$ cat src/rtl/tl_sensor_cond.sv
// Conditions four asynchronous loop-detector lines into controller requests:
// two-flop synchronizer, debounce filter, release hold-stretch and arrival pulse.
module tl_sensor_cond #(
  parameter int DEBOUNCE = 4,
  parameter int HOLD     = 8,
  parameter int CNT_W    = 8
) (
  input  logic       clk,
  input  logic       reset_n,
  input  logic       raw_a,
  input  logic       raw_al,
  input  logic       raw_b,
  input  logic       raw_bl,
  output logic       Ta,
  output logic       Tal,
  output logic       Tb,
  output logic       Tbl,
  output logic [3:0] arr
);

  localparam logic [CNT_W-1:0] DB_LAST = CNT_W'(DEBOUNCE - 1);
  localparam logic [CNT_W-1:0] HOLD_V  = CNT_W'(HOLD);
  localparam logic [CNT_W-1:0] CNT_0   = {CNT_W{1'b0}};
  localparam logic [CNT_W-1:0] CNT_1   = CNT_W'(1);

  logic [3:0]       raw_s;
  logic [3:0]       t_s;
  logic [3:0]       s1_q, s2_q;
  logic [3:0]       db_q, db_d;
  logic [3:0]       arr_q, arr_d;
  logic [CNT_W-1:0] dcnt_q [4];
  logic [CNT_W-1:0] dcnt_d [4];
  logic [CNT_W-1:0] hcnt_q [4];
  logic [CNT_W-1:0] hcnt_d [4];

  assign raw_s = {raw_bl, raw_b, raw_al, raw_a};

  // Request is high while debounced-high or while the release hold is running.
  always_comb begin
    for (int i = 0; i < 4; i++) begin
      t_s[i] = db_q[i] | (hcnt_q[i] != CNT_0);
    end
  end

  assign Ta  = t_s[0];
  assign Tal = t_s[1];
  assign Tb  = t_s[2];
  assign Tbl = t_s[3];
  assign arr = arr_q;

  // Per-channel next state: debounce, hold countdown and arrival detection.
  always_comb begin
    for (int i = 0; i < 4; i++) begin
      db_d[i]   = db_q[i];
      dcnt_d[i] = dcnt_q[i];
      hcnt_d[i] = hcnt_q[i];
      arr_d[i]  = 1'b0;

      if (s2_q[i] == db_q[i]) begin
        dcnt_d[i] = CNT_0;
      end else if (dcnt_q[i] == DB_LAST) begin
        db_d[i]   = s2_q[i];
        dcnt_d[i] = CNT_0;
      end else begin
        dcnt_d[i] = dcnt_q[i] + CNT_1;
      end

      // A re-rise while the hold is still counting keeps T high and is not an arrival.
      if (db_q[i] && !db_d[i]) begin
        hcnt_d[i] = HOLD_V;
      end else if (db_q[i]) begin
        hcnt_d[i] = CNT_0;
      end else if (hcnt_q[i] != CNT_0) begin
        hcnt_d[i] = hcnt_q[i] - CNT_1;
      end else begin
        hcnt_d[i] = hcnt_q[i];
      end

      if (!db_q[i] && db_d[i] && !t_s[i]) begin
        arr_d[i] = 1'b1;
      end else begin
        arr_d[i] = 1'b0;
      end
    end
  end

  // State registers; asynchronous clear so outputs drop the moment reset asserts.
  always_ff @(posedge clk or negedge reset_n) begin
    if (!reset_n) begin
      s1_q  <= 4'b0000;
      s2_q  <= 4'b0000;
      db_q  <= 4'b0000;
      arr_q <= 4'b0000;
      for (int i = 0; i < 4; i++) begin
        dcnt_q[i] <= CNT_0;
        hcnt_q[i] <= CNT_0;
      end
    end else begin
      s1_q  <= raw_s;
      s2_q  <= s1_q;
      db_q  <= db_d;
      arr_q <= arr_d;
      for (int i = 0; i < 4; i++) begin
        dcnt_q[i] <= dcnt_d[i];
        hcnt_q[i] <= hcnt_d[i];
      end
    end
  end

endmodule

$ cat config.mk
export PLATFORM = sky130hd
export DESIGN_NAME = tl_sensor_cond
export DESIGN_NICKNAME = d
export VERILOG_FILES = /design/src/rtl/tl_sensor_cond.sv
export SDC_FILE = /design/constraint.sdc
export NUM_CORES = 1
export LEC_CHECK = 0
export ABC_AREA = 1
export ABC_CLOCK_PERIOD_IN_PS = 1500
export CAP_MARGIN = 20
export CORE_UTILIZATION = 45
export DETAILED_ROUTE_END_ITERATION = 8
export DONT_BUFFER_PORTS = 1
export HOLD_SLACK_MARGIN = 0.03
export MAX_ROUTING_LAYER = met4
export PLACE_DENSITY_LB_ADDON = 0.15
export SLEW_MARGIN = 20
export SYNTH_ARGS = -nofsm -noshare
export SYNTH_HDL_FRONTEND = slang
export SYNTH_SLANG_ARGS = --single-unit
export TNS_END_PERCENT = 30
$ cat constraint.sdc
create_clock -name clk -period 1.5 [get_ports clk]
set_input_delay 0.225 -clock clk [delete_from_list [all_inputs] [get_ports clk]]
set_output_delay 0.225 -clock clk [all_outputs]
set_load 0.005 [all_outputs]
# Yosys cells after proc, flatten, opt, wreduce, memory -nomap -nowiden
# Index checks and enable logic that the tools add are counted.
[classes] add_sub_neg=8 n_bitwise=4 eq_ne=8 n_reduce_logical=32 muxes=32
[op_table] operator="$mux W8" n=20
[op_table] operator="$add A8 B1 Y8 const B" n=4
[op_table] operator="$eq A8 B2 Y1 const B" n=4
[op_table] operator="$reduce_bool A8 Y1" n=4
[op_table] operator="$sub A8 B1 Y8 const B" n=4
[op_table] operator="$logic_and A1 B1 Y1" n=12
[op_table] operator="$logic_not A1 Y1" n=12
[op_table] operator="$mux W1" n=12
[op_table] operator="$reduce_bool A3 Y1" n=4
[op_table] operator="$eq A1 B1 Y1" n=4
[op_table] operator="$or A1 B1 Y1" n=4
[word_totals] elab_cells=96 ff_bits=80 out_inout_bits=8 input_bits=6

# Logic depth before layout (Yosys ltp)
[logic_depth] word_depth=6 mapped_depth=8 ltp_nobuf=8

# Worst setup path before layout
# Ideal clock, no wire load.
[synth_timing] path_type="register to output" start="register hcnt_q[16] in the netlist's numbering" end="output Tal" path_stages_with_launch=6 arrival_time_ps=1132 setup_slack_ps=143 path_buffers=0 required_time_ps=1275 cell_sequence="dfrtp_1 -> inv_1 -> ha_1 -> nand2_1 -> nor3_4 -> inv_2"
[synth_between] elab_chain_len=2
[synth_lines] element="start, declared" line_no="33" source="logic [CNT_W-1:0] hcnt_q [4];"
[synth_lines] element="start signal, assigned by index" line_no="105" source="hcnt_q[i] <= hcnt_d[i];"
[synth_lines] element="$reduce_bool A8 Y1" line_no="41" source="t_s[i] = db_q[i] | (hcnt_q[i] != CNT_0);"
[synth_lines] element="$or A1 B1 Y1" line_no="41"
[synth_lines] element="end, declared" line_no="15" source="output logic Tal,"
# No other way between the ends.

# Worst setup path in the final report
[layout_timing] start="register hcnt_q[17] in the netlist's numbering" end="output Tal"
# Same word-level chain as after synthesis.

==> impl_metrics.json <==
{
  "outcome": "finished with violations",
  "violations": "hold timing, setup timing",
  "final_cells": 682,
  "place_congestion": 0.8286,
  "synthArstFlopShare_pct": 100.0,
  "seqPwrFrac_pct": 37.1,
  "vias": 3299,
  "wl_met3_um": 201,
  "clockRootBuffer": "clkbuf_8",
  "fin_ws_ps": -27.88,
  "fin_area_um2": 4751,
  "drv_slew": 0,
  "dieWidth_um": 97.16,
  "p_per_area_nw_per_um2": 1810,
  "cp_cell_sequence": "inv_2 > ha_4 > nand2_4 > nor3_4 > inv_2",
  "path_max_fanout": 2,
  "crit_top_cell": "inv_2",
  "grt_overflow": 0,
  "hold_viol_final": 80,
  "finalCriticalPeriod_ps": 1528,
  "synth_simple_gate_area_share_pct": 33.59,
  "holdWs_ps": -436.4,
  "track_usage_pct": 18.49,
  "slew-limit-headroom_pct": 76.31,
  "utilization_pct": 54.21,
  "critPathMaxStageDelay_ps": 400,
  "cts_tree": "done",
  "critPathArrivalTime_ps": 1300,
  "placementRows": 34,
  "switchingPower_mw": 3.416,
  "worst-r2r-cell-count": 9,
  "diodes": 0,
  "htreeDepth": 3,
  "routed_wirelength_um": 7589,
  "place_area_um2": 4278,
  "switching_share_pct": 39.72,
  "rsz0062_at_grt": "true",
  "antenna_left": 0,
  "synth_ff_type": "dfrtp_1",
  "hpwl_um": 5252,
  "setup_tns_ps": -48.05,
  "start_util_pct": 46.50,
  "die_h_um": 97.16,
  "core-area_um2": 8763,
  "synth.avg_cell_area_um2": 7.733,
  "grt_pass1_vias": 3281,
  "critical_path_class": "flop to output port",
  "wl_met2_um": 3452,
  "cts_buffers": 9,
  "power_frac_comb_pct": 43.7,
  "grt_antenna_before_repair": 0,
  "nets": 587,
  "clock-sinks": 80,
  "drc_errors": 0,
  "ys_seq_area_share_pct": 49.12,
  "synth_fa_ha_area_share_pct": 3.684,
  "ir_worst_vdd_mv": 0.9452,
  "io_pins": 14,
  "clock_latency_ps": 340,
  "wl_met1_um": 3840,
  "worst-slew-pin-transition_ps": 354.3,
  "maxCapViolCount": 0,
  "synth_edf_count": 0,
  "syn-cell-area_um2": 4075,
  "synth_xor_xnor_area_share_pct": 1.689,
  "grt_max_degree": 81,
  "numPortBuffers": 0,
  "dr.first_iter.drc_count": 161,
  "clock.fmax_ghz": 0.6545,
  "top_layer_used": "met4",
  "wire_per_inst_um": 11.13,
  "path_clk_slew_ps": 80,
  "hold_buffers": 4,
  "critPathLaunchType": "flop",
  "vias_per_cell": 4.837,
  "synthMuxAreaShare_pct": 0,
  "cp_slowest_cell": "dfrtp_1",
  "power.total_mw": 8.599,
  "p_leak_nw": 2.384,
  "synth_top_family_by_area": "simple AND/OR/NAND/NOR gates",
  "p_int_mw": 5.184,
  "ys_warn_count": 0,
  "dpl.cell_count": 644,
  "ys_ff_latch": 80,
  "finalSetupViolations": 2,
  "max-clock-path-buffers": 2,
  "syn2layout_area_growth_pct": 16.58,
  "synthCells": 527,
  "finalCritPeriodShare_pct": 101.9,
  "hold_path_class": "input port to async pin",
  "synth_compound_area_share_pct": 4.360,
  "cp_data_required_time_ps": 1270,
  "finalClockSkew_ps": 7.675,
  "yosysUniqueCellTypes": 28,
  "dieArea_um2": 9440,
  "grt_pass1_wl_um": 13990,
  "dr.pass1.iters": 4,
  "end_kind": "output port",
  "syn_nets": 545,
  "num-fill-cells": 822,
  "layout-drive-gt1-share_pct": 14.63,
  "clkPwrFrac_pct": 19.3,
  "pre_cts_slack_ps": 59.15
}
-- power groups by stage --
| stage | registers, mW | logic [mW] | clock network [mW] |
|---|---|---|---|
| 3_3_place_gp | 3.21 | 3.13 | 0 |
| 3_5_place_dp | 3.22 | 3.18 | 0 |
| 4_1_cts | 3.17 | 3.54 | 1.73 |
| 2_1_floorplan | 3.11 | 2.48 | 0 |
| 6_report | 3.19 | 3.76 | 1.66 |
| 5_1_grt | 3.27 | 4.37 | 1.82 |
-- cells by family (layout without fill, tap and decap cells) --
group	Yosys count	after routing
AOI/OAI and AO/OA	33	33
xor gates and xnor gates	7	7
adders and majority gates	12	12
buffers and inverters	81	128
DFF	80	80
and+or+nand+nor	314	314
-- Yosys cell counts, types with 3 or more instances --
cell,n,area (µm²)
nand2_1,124,465.5
nor2_1,94,352.8
dfrtp_1,80,2002
inv_1,73,274.0
nand3_1,64,320.3
o21ai_0,18,90.09
ha_1,12,150.1
a21oi_1,11,55.05
nand4_1,9,56.30
nor3_1,9,45.04
inv_2,4,15.01
nor3b_1,4,30.03
xor2_1,4,35.03
clkinv_1,3,11.26
-- cells in the final DEF, fill, tap and decap left out, types with 11 or more instances in the layout --
| cell type | instances |
|---|---|
| nand3_1 | 64 |
| nor2_1 | 89 |
| dfrtp_1 | 78 |
| buf_4 | 26 |
| inv_1 | 65 |
| clkbuf_8 | 12 |
| nand2_1 | 122 |
| o21ai_0 | 16 |
| inv_2 | 12 |
| a21oi_1 | 11 |
-- registers in the layout (all words and copies together) (netlist names) --
name    count
hcnt_q     32
arr         4
s2_q        4
dcnt_q     32
db_q        4
s1_q        4
-- final cells by class --
class                      instances  area [µm²]  area share [%]
clock inverter                     4       51.30           1.080
clock buffer                      12       165.2           3.476
multi-input combinational        366        1837           38.66
timing repair buffer              32       257.7           5.425
sequential                        80        2004           42.19
tap                              108       135.1           2.844
inverter                          80       300.3           6.321
-- what timing repair did --
action                     CTS  global route
resized for setup           15            16
hold endpoints to repair    84            80
cloned                       0             0
setup endpoints to repair    4            18
pin swaps                    6             4
setup buffers               14             5
-- worst max-delay path: cells and delay by family, from the launching register on --
family	cells	cell delay, ps
buf+inv	2	150
flops	1	400
simple gates	2	260
fa+ha+maj	1	140
-- worst paths after layout --
| path | start | end | slack [ps] |
|---|---|---|---|
| setup / recovery | hcnt_q[17] | Tal | -30 |
| hold / removal | reset_n | hcnt_q[12] | -440 |
| setup reg to reg | hcnt_q[9] | hcnt_q[9] | 120 |
| hold reg to reg | s1_q[3] | s2_q[3] | 350 |
| max in group asynchronous | reset_n | hcnt_q[3] | 1790 |
| min in group clk | s1_q[3] | s2_q[3] | 350 |
-- per-layer routing --
metal	up-vias	GRT usage (%)
li1	1749	-
met1	1516	23.47
met2	25	29.52
met3	9	3.381
met4	0	7.233
met5	-	-
No activity file was read; power rests on OpenSTA's default activity.
